--- src/rtl/ahb_dma_ctrl.sv ---
// AHB-Lite register slave that programs and launches a single-channel DMA master.
// Optional feature macro DMA_IRQ_EN: adds IRQEN at offset 0x14 and a registered DMAirq output.
module ahb_dma_ctrl (
  input  logic        HCLK,
  input  logic        HRESETn,
  input  logic        HSEL,
  input  logic [31:0] HADDR,
  input  logic [1:0]  HTRANS,
  input  logic [2:0]  HSIZE,
  input  logic        HWRITE,
  input  logic [31:0] HWDATA,
  input  logic        HREADY,
  output logic        HREADYOUT,
  output logic [31:0] HRDATA,
  output logic        HRESP,
  output logic        DMAstart,
  input  logic        DMAdone,
  output logic [31:0] DMAsrc,
  output logic [31:0] DMAdst,
  output logic [31:0] DMAlen,
  output logic [1:0]  DMAsize,
  output logic        DMAirq
);

  typedef enum logic [1:0] {StIdle, StErr1, StErr2} resp_state_e;

  localparam logic [2:0] IdxSrc    = 3'd0;
  localparam logic [2:0] IdxDst    = 3'd1;
  localparam logic [2:0] IdxLen    = 3'd2;
  localparam logic [2:0] IdxCtrl   = 3'd3;
  localparam logic [2:0] IdxStatus = 3'd4;
  localparam logic [2:0] IdxIrqen  = 3'd5;

  resp_state_e state_q, state_d;
  logic        hreadyout_q, hreadyout_d;
  logic        hresp_q, hresp_d;
  logic [31:0] hrdata_q, hrdata_d;
  logic        dph_wr_q, dph_wr_d;
  logic [2:0]  dph_idx_q, dph_idx_d;
  logic [31:0] src_q, src_d;
  logic [31:0] dst_q, dst_d;
  logic [31:0] len_q, len_d;
  logic [1:0]  size_q, size_d;
  logic        busy_q, busy_d;
  logic        done_q, done_d;
  logic        start_q, start_d;
  logic        dmadone_q;
  logic        irqen_val;

  logic        ap_valid;
  logic        ap_err;
  logic        ap_ok;
  logic        done_evt;
  logic [31:0] rdata;

  logic unused_bits;
  assign unused_bits = ^{HADDR[31:5], HADDR[1:0], HTRANS[0]};

  assign ap_valid = HSEL & HTRANS[1] & HREADY;
  assign done_evt = DMAdone & ~dmadone_q & busy_q;

  // Register side effects of the completing data phase, then DMA completion (set wins over W1C).
  always_comb begin
    src_d   = src_q;
    dst_d   = dst_q;
    len_d   = len_q;
    size_d  = size_q;
    busy_d  = busy_q;
    done_d  = done_q;
    start_d = 1'b0;
    if (dph_wr_q) begin
      case (dph_idx_q)
        IdxSrc: src_d = HWDATA;
        IdxDst: dst_d = HWDATA;
        IdxLen: len_d = HWDATA;
        IdxCtrl: begin
          size_d = HWDATA[1:0];
          if (HWDATA[8] && !busy_q && (len_q != 32'd0)) begin
            start_d = 1'b1;
            busy_d  = 1'b1;
          end
        end
        IdxStatus: begin
          if (HWDATA[1]) done_d = 1'b0;
        end
        default: ;
      endcase
    end
    if (done_evt) begin
      busy_d = 1'b0;
      done_d = 1'b1;
    end
  end

  always_comb begin
    rdata = 32'd0;
    case (HADDR[4:2])
      IdxSrc:    rdata = src_q;
      IdxDst:    rdata = dst_q;
      IdxLen:    rdata = len_q;
      IdxCtrl:   rdata = {30'd0, size_q};
      IdxStatus: rdata = {30'd0, done_q, busy_q};
      IdxIrqen:  rdata = {31'd0, irqen_val};
      default:   rdata = 32'd0;
    endcase
  end

  // busy_d is used so a write landing on the same edge as a START or done event sees the new state.
  assign ap_err = ap_valid &
                  ((HSIZE != 3'b010) | (HWRITE & (HADDR[4:2] <= IdxCtrl) & busy_d));
  assign ap_ok  = ap_valid & ~ap_err;

  always_comb begin
    dph_wr_d    = ap_ok & HWRITE;
    dph_idx_d   = HADDR[4:2];
    hrdata_d    = (ap_ok && !HWRITE) ? rdata : 32'd0;
    state_d     = StIdle;
    hreadyout_d = 1'b1;
    hresp_d     = 1'b0;
    unique case (state_q)
      StErr1: begin
        state_d     = StErr2;
        hreadyout_d = 1'b1;
        hresp_d     = 1'b1;
      end
      default: begin
        if (ap_err) begin
          state_d     = StErr1;
          hreadyout_d = 1'b0;
          hresp_d     = 1'b1;
        end
      end
    endcase
  end

  always_ff @(posedge HCLK or negedge HRESETn) begin
    if (!HRESETn) begin
      state_q     <= StIdle;
      hreadyout_q <= 1'b1;
      hresp_q     <= 1'b0;
      hrdata_q    <= 32'd0;
      dph_wr_q    <= 1'b0;
      dph_idx_q   <= 3'd0;
      src_q       <= 32'd0;
      dst_q       <= 32'd0;
      len_q       <= 32'd0;
      size_q      <= 2'd0;
      busy_q      <= 1'b0;
      done_q      <= 1'b0;
      start_q     <= 1'b0;
      dmadone_q   <= 1'b0;
    end else begin
      state_q     <= state_d;
      hreadyout_q <= hreadyout_d;
      hresp_q     <= hresp_d;
      hrdata_q    <= hrdata_d;
      dph_wr_q    <= dph_wr_d;
      dph_idx_q   <= dph_idx_d;
      src_q       <= src_d;
      dst_q       <= dst_d;
      len_q       <= len_d;
      size_q      <= size_d;
      busy_q      <= busy_d;
      done_q      <= done_d;
      start_q     <= start_d;
      dmadone_q   <= DMAdone;
    end
  end

`ifdef DMA_IRQ_EN
  logic irqen_q, irqen_d;
  logic irq_q, irq_d;

  always_comb begin
    irqen_d = irqen_q;
    if (dph_wr_q && (dph_idx_q == IdxIrqen)) irqen_d = HWDATA[0];
    irq_d = done_q & irqen_q;
  end

  always_ff @(posedge HCLK or negedge HRESETn) begin
    if (!HRESETn) begin
      irqen_q <= 1'b0;
      irq_q   <= 1'b0;
    end else begin
      irqen_q <= irqen_d;
      irq_q   <= irq_d;
    end
  end

  assign irqen_val = irqen_q;
  assign DMAirq    = irq_q;
`else
  assign irqen_val = 1'b0;
  assign DMAirq    = 1'b0;
`endif

  assign HREADYOUT = hreadyout_q;
  assign HRESP     = hresp_q;
  assign HRDATA    = hrdata_q;
  assign DMAstart  = start_q;
  assign DMAsrc    = src_q;
  assign DMAdst    = dst_q;
  assign DMAlen    = len_q;
  assign DMAsize   = size_q;

endmodule
--- config.mk ---
export PLATFORM = sky130hd
export DESIGN_NAME = ahb_dma_ctrl
export DESIGN_NICKNAME = d
export VERILOG_FILES = /design/src/rtl/ahb_dma_ctrl.sv
export SDC_FILE = /design/constraint.sdc
export NUM_CORES = 1
export LEC_CHECK = 0
export ABC_CLOCK_PERIOD_IN_PS = 2500
export BUFFER_PORTS_ARGS = -buffer_cell sky130_fd_sc_hd__buf_2
export CAP_MARGIN = 10
export CORE_MARGIN = 2
export CORE_UTILIZATION = 45
export DETAILED_ROUTE_END_ITERATION = 8
export PLACE_DENSITY = 0.84
export SLEW_MARGIN = 25
export SYNTH_ARGS = -nofsm -noshare
export SYNTH_HDL_FRONTEND = slang
export SYNTH_SLANG_ARGS = --single-unit
--- constraint.sdc ---
create_clock -name HCLK -period 2.5 [get_ports HCLK]
set_clock_uncertainty 0.2 [all_clocks]
set_input_delay 0.5 -clock HCLK [delete_from_list [all_inputs] [get_ports HCLK]]
set_output_delay 0.5 -clock HCLK [all_outputs]
set_load 0.005 [all_outputs]
Word-level counts from Yosys, hierarchy flattened
Index checks and enable logic that the tools add are counted.

storage, ports and cells
  register bits after elaboration = 142
  latch bits = 0
  RAM bits = 0
  memory bits (read-only) = 0
  output and inout port bits = 134
  memories = 0

operators by class
  add/subtract/negate cells = 0
  $mul = 0
  div/mod/pow operators = 0
  order comparisons = 1
  equal/unequal tests = 10
  shifts and indexed selects = 0
  multiplexer cells = 19
  bitwise gates (word level) = 12
  reductions and logical operators = 16

operators by type and width
  operator                                             count
  case mux 32 bit (5 select lines)                     1
  two-way mux 32 bit                                   1
  nonzero test 32 bit                                  1
  two-way mux 1 bit                                    16
  equality test 3 x 2 -> 1 bit, second input constant  4
  bitwise AND 1 bit                                    9
  AND reduction 2 bit                                  4
  equality test 3 x 1 -> 1 bit, second input constant  2
  equality test 3 bit, second input constant           2
  zero test 3 bit                                      2
  nonzero test 2 bit                                   3
  <= comparator 3 x 2 -> 1 bit, second input constant  1
  logical AND 1 bit                                    3
  != test 3 x 2 -> 1 bit, second input constant        1
  AND reduction 3 bit                                  1
  equality test 2 x 1 -> 1 bit, second input constant  1
  zero test 1 bit                                      2
  two-way mux 2 bit                                    1
  inverter 1 bit                                       2
  bitwise OR 1 bit                                     1

Logic depth before layout (Yosys ltp)
  depth after elaboration = 14
  gate-level depth with buffers = 6
  gate-level depth less buffers = 4

Least setup slack after synthesis
No wires, ideal clock.

  kind = input-to-reg
  start point = input HSIZE[0]
  end point = register hrdata_q[10], in the netlist HRDATA[10]
  setup time = 72 ps
  arrival = 1687 ps
  setup slack = 542 ps
  stages = 5
  path buffers = 1
  cells stage by stage = or3b_4 or3_4 or2_4 buf_6 nor2_1

on the way
  word-level cells in the longest chain between the ends = 7

RTL lines
  what                    line  text
  from (decl)             9     input logic [2:0] HSIZE,
  != test 3 x 2 -> 1 bit  110   ((HSIZE != 3'b010) | (HWRITE & (HADDR[4:2] <= IdxCtrl) & busy_d));
  bitwise OR 1 bit        110
  bitwise AND 1 bit       109   assign ap_err = ap_valid &
  inverter 1 bit          111   assign ap_ok = ap_valid & ~ap_err;
  bitwise AND 1 bit       111
  logical AND 1 bit       116   hrdata_d = (ap_ok && !HWRITE) ? rdata : 32'd0;
  two-way mux 32 bit      116
  via hrdata_d[10]        37    logic [31:0] hrdata_q, hrdata_d;
  to (signal assigned)    156   hrdata_q <= hrdata_d;
  to (decl)               37

The timed path passes the listed nets, and every way through them passes these cells.
A chain may end at the register's enable or synchronous reset.

Worst setup path in the final report
  start point = register len_q[6], in the netlist DMAlen[6]
  end point = register hresp_q, in the netlist HRESP

on the way
  word-level cells in the longest chain between the ends = 11

RTL lines
  what                    line  text
  from (decl)             42    logic [31:0] len_q, len_d;
  from (signal assigned)  161   len_q <= len_d;
  nonzero test 32 bit     78    if (HWDATA[8] && !busy_q && (len_q != 32'd0)) begin
  logical AND 1 bit       78
  two-way mux 1 bit       78
  two-way mux 1 bit       72    case (dph_idx_q)
  two-way mux 1 bit       71    if (dph_wr_q) begin
  two-way mux 1 bit       89    if (done_evt) begin
  bitwise AND 1 bit       110
  bitwise OR 1 bit        110
  bitwise AND 1 bit       109
  two-way mux 1 bit       127   if (ap_err) begin
  two-way mux 1 bit       120   unique case (state_q)
  via hresp_d             36    logic hresp_q, hresp_d;
  to (signal assigned)    155   hresp_q <= hresp_d;
  to (decl)               36

The timed path passes the listed nets, and every way through them passes these cells.

==> results.yml <==
place:
  portBuffers: 177
  place.gp.congestion: 0.831
  dp_slack_ps: 273
  hpwl_um: 9950
timing:
  min_period_over_period_pct: 78.9
  final_hold_viol_count: 0
  maxSlewHeadroom_pct: 52.8
  fin_setup_tns_ps: 0
  setup_viol: 0
  worst_pin_slew_ps: 705
  finalWorstPathRequiredPeriod_ps: 1970
  fin_ws_ps: 526
  grt_setup_unrepaired: "no"
  max_freq_mhz: 507
  slew_violations: 0
global_route:
  antenna_found_initial: 0
  track_usage_pct: 22.2
  grt_overflow: 0
  grt_pass1_wl_um: 24000
  grt_pass1_vias: 4486
  grt_max_degree: 54
clocking:
  cts_tree: "built"
  post-cts-setup-buffers: 0
  cts_made_buffers: 17
  path_clk_slew_ps: 60
  cts_buffer_depth: 2
  htreeDepth: 4
  clock-sinks: 142
  cts-root-buf: "clkbuf_16"
  clock_latency_ps: 420
final_layout:
  drive_gt1_share_pct: 36.0
  insertedDiodeCount: 0
  synthToLayoutAreaGrowth_pct: 31.1
  nets: 703
worst_setup_path:
  start_kind: "register"
  path_max_fanout: 4
  crit_type: "register to register"
  arrival_ps: 2070
  required_ps: 2600
  cp-end-kind: "register"
pwr:
  seqPwrFrac_pct: 42.7
  cellLeakagePower_nw: 4.29
  peakVddDrop_mv: 0.410
  sw_frac_of_total_pct: 21.1
  power_density_nw_per_um2: 729
  p_sw_mw: 1.18
  combPwrFrac_pct: 5.7
  total_power_mw: 5.61
  pwr-share-clk_pct: 51.6
  p_int_mw: 4.43
drt:
  drt_iter0_markers: 196
  routed_wl_um: 15000
  drt-vias-per-instance: 5.23
  final_antenna_net_count: 0
  drc: 0
  dr.pass1.iters: 6
  via_count: 4255
  wl_per_cell_um: 18.5
hold_path:
  worstHoldPathType: "input port to register"
status:
  status: "finished, final reports clean"
synthesis:
  synth_edf_count: 0
  synth_top_cell_by_area: "dfrtp_1"
  yosysSeqAreaShare_pct: 60.6
  ys_warn_count: 0
  synth_top_area_share_pct: 60.1
  synth.avg_cell_area_um2: 13.2
  synth_fp_nets: 519
  synth_cells: 444
  synth_ff_type: "dfrtp_1"
  ys_ff_latch: 142
  synth_cell_types: 36
  netlist_top_cells_area: "dfrtp_1 (60%), mux2_1 (18%), mux2i_1 (5.6%), nor2_1 (4.2%), a21oi_1 (2.6%)"
  async_flop_share_pct: 100
  syn_area_um2: 5870
floorplan:
  die_area_um2: 14000
  die_w_um: 118
  die_h_um: 118
  initial_core_util_pct: 46.3
  coreArea_um2: 12700
  io_pins: 209
  fp-row-count: 41
job:
  cap_violations: 0
==> synthesized netlist by cell type (all sizes together) (3+ instances only) <==
cell type    n
clkbuf       9
a21oi       30
dfrtp      141
mux2        98
nor2        65
mux2i       33
buf         17
nor2b        5
nand3        3
nor4         8
o21ai        7
nand2        4
==> cell usage in the layout, fill, tap and decap left out, drive strengths merged <==
cell | synthesis | routed
a21oi | 30 | 30
a31o | 1 | 1
a41oi | 1 | 1
buf | 17 | 189
bufinv | 0 | 6
clkbuf | 9 | 21
clkinv | 0 | 3
clkinvlp | 0 | 2
conb | 1 | 1
dfrtp | 141 | 141
dfstp | 1 | 1
dlygate4sd3 | 0 | 2
inv | 2 | 2
mux2 | 98 | 98
mux2i | 33 | 33
mux4 | 1 | 1
nand2 | 4 | 4
nand2b | 1 | 1
nand3 | 3 | 3
nand3b | 2 | 2
nand4 | 2 | 2
nand4b | 1 | 1
nor2 | 65 | 65
nor2b | 5 | 5
nor3b | 1 | 1
nor4 | 8 | 8
nor4b | 1 | 1
nor4bb | 2 | 2
o21a | 2 | 2
o21ai | 7 | 7
o311a | 1 | 1
o31ai | 1 | 1
or2 | 1 | 1
or3 | 1 | 1
or3b | 1 | 1
==> layout make-up <==
class                   count  area (µm²)
flip-flops and latches    142        3550
well taps                 172         215
repair buffers            191        1030
inverters                   2        7.51
multi-input cells         274        2210
clock buffers              21         470
fillers                  1028        4980
clock inverters            11         210
==> metrics by stage <==
step	std cells	area (µm²)	utilization (%)	hold WS (ps)
6_report	813	7690	60.7	100
2_1_floorplan	444	5870	-	4.41
3_3_place_gp	779	6990	55.2	213
4_1_cts	813	7690	60.7	78.7
3_5_place_dp	779	6990	55.2	235
5_1_grt	813	7690	60.7	96.9
==> final timing paths <==
path | depth (start not counted) | slack, ps | from | to
hold reg to reg | 1 | 240 | state_q[1] | state_q[1]
setup / recovery | 4 | 530 | DMAlen[6] | HRESP
setup reg to reg | 4 | 530 | DMAlen[6] | HRESP
hold / removal | 1 | 100 | HADDR[4] | dph_idx_q[2]
max in group asynchronous | 3 | 1020 | HRESETn | HREADYOUT
min in group asynchronous | 2 | 400 | HRESETn | HRDATA[7]
==> state kept, by name, summed over array words and instances, names as in the netlist, 2 cells and up <==
name / count
DMAdst: 32
DMAlen: 32
DMAsrc: 32
HRDATA: 32
dph_idx_q: 3
DMAsize: 2
state_q: 2
==> metal layers <==
layer  part of all wire, %  up-vias  track usage (%)
met5                     0        -                0
met2                    49      156             35.1
met1                    44     2140             28.9
li1                      -     1930                -
met4                   2.1        0             10.6
met3                   5.5       29             5.36
==> power by group through the flow <==
stage,Sequential [mW],Combinational (mW),Clock (mW)
2_1_floorplan,2.43,0.120,0
3_3_place_gp,2.43,0.311,0
3_5_place_dp,2.44,0.320,0
4_1_cts,2.39,0.325,2.94
5_1_grt,2.40,0.354,3.05
6_report,2.40,0.321,2.89
==> critical path: stages (launching register included) <==
cell     delay [ps]
dfrtp_1         430
nor4_1          510
nand4_1         300
o21ai_1         300
o21ai_1         110
==> logic make-up (layout without fill, tap and decap cells) <==
logic type,count (synthesis),after routing,share of synthesized area [%]
other,1,1,0.0639
buffers and inverters,28,225,2.49
AO/OA/AOI/OAI,43,43,4.01
AND/OR/NAND/NOR,98,98,8.04
multiplexers,132,132,24.8
flip-flops,142,142,60.6
==> what timing repair did <==
item / in CTS / in global routing
gates resized for setup: 0 / 0
endpoints found under the hold margin: 52 / 0
hold buffers: 2 / 0
(Power assumes the default switching activity.)
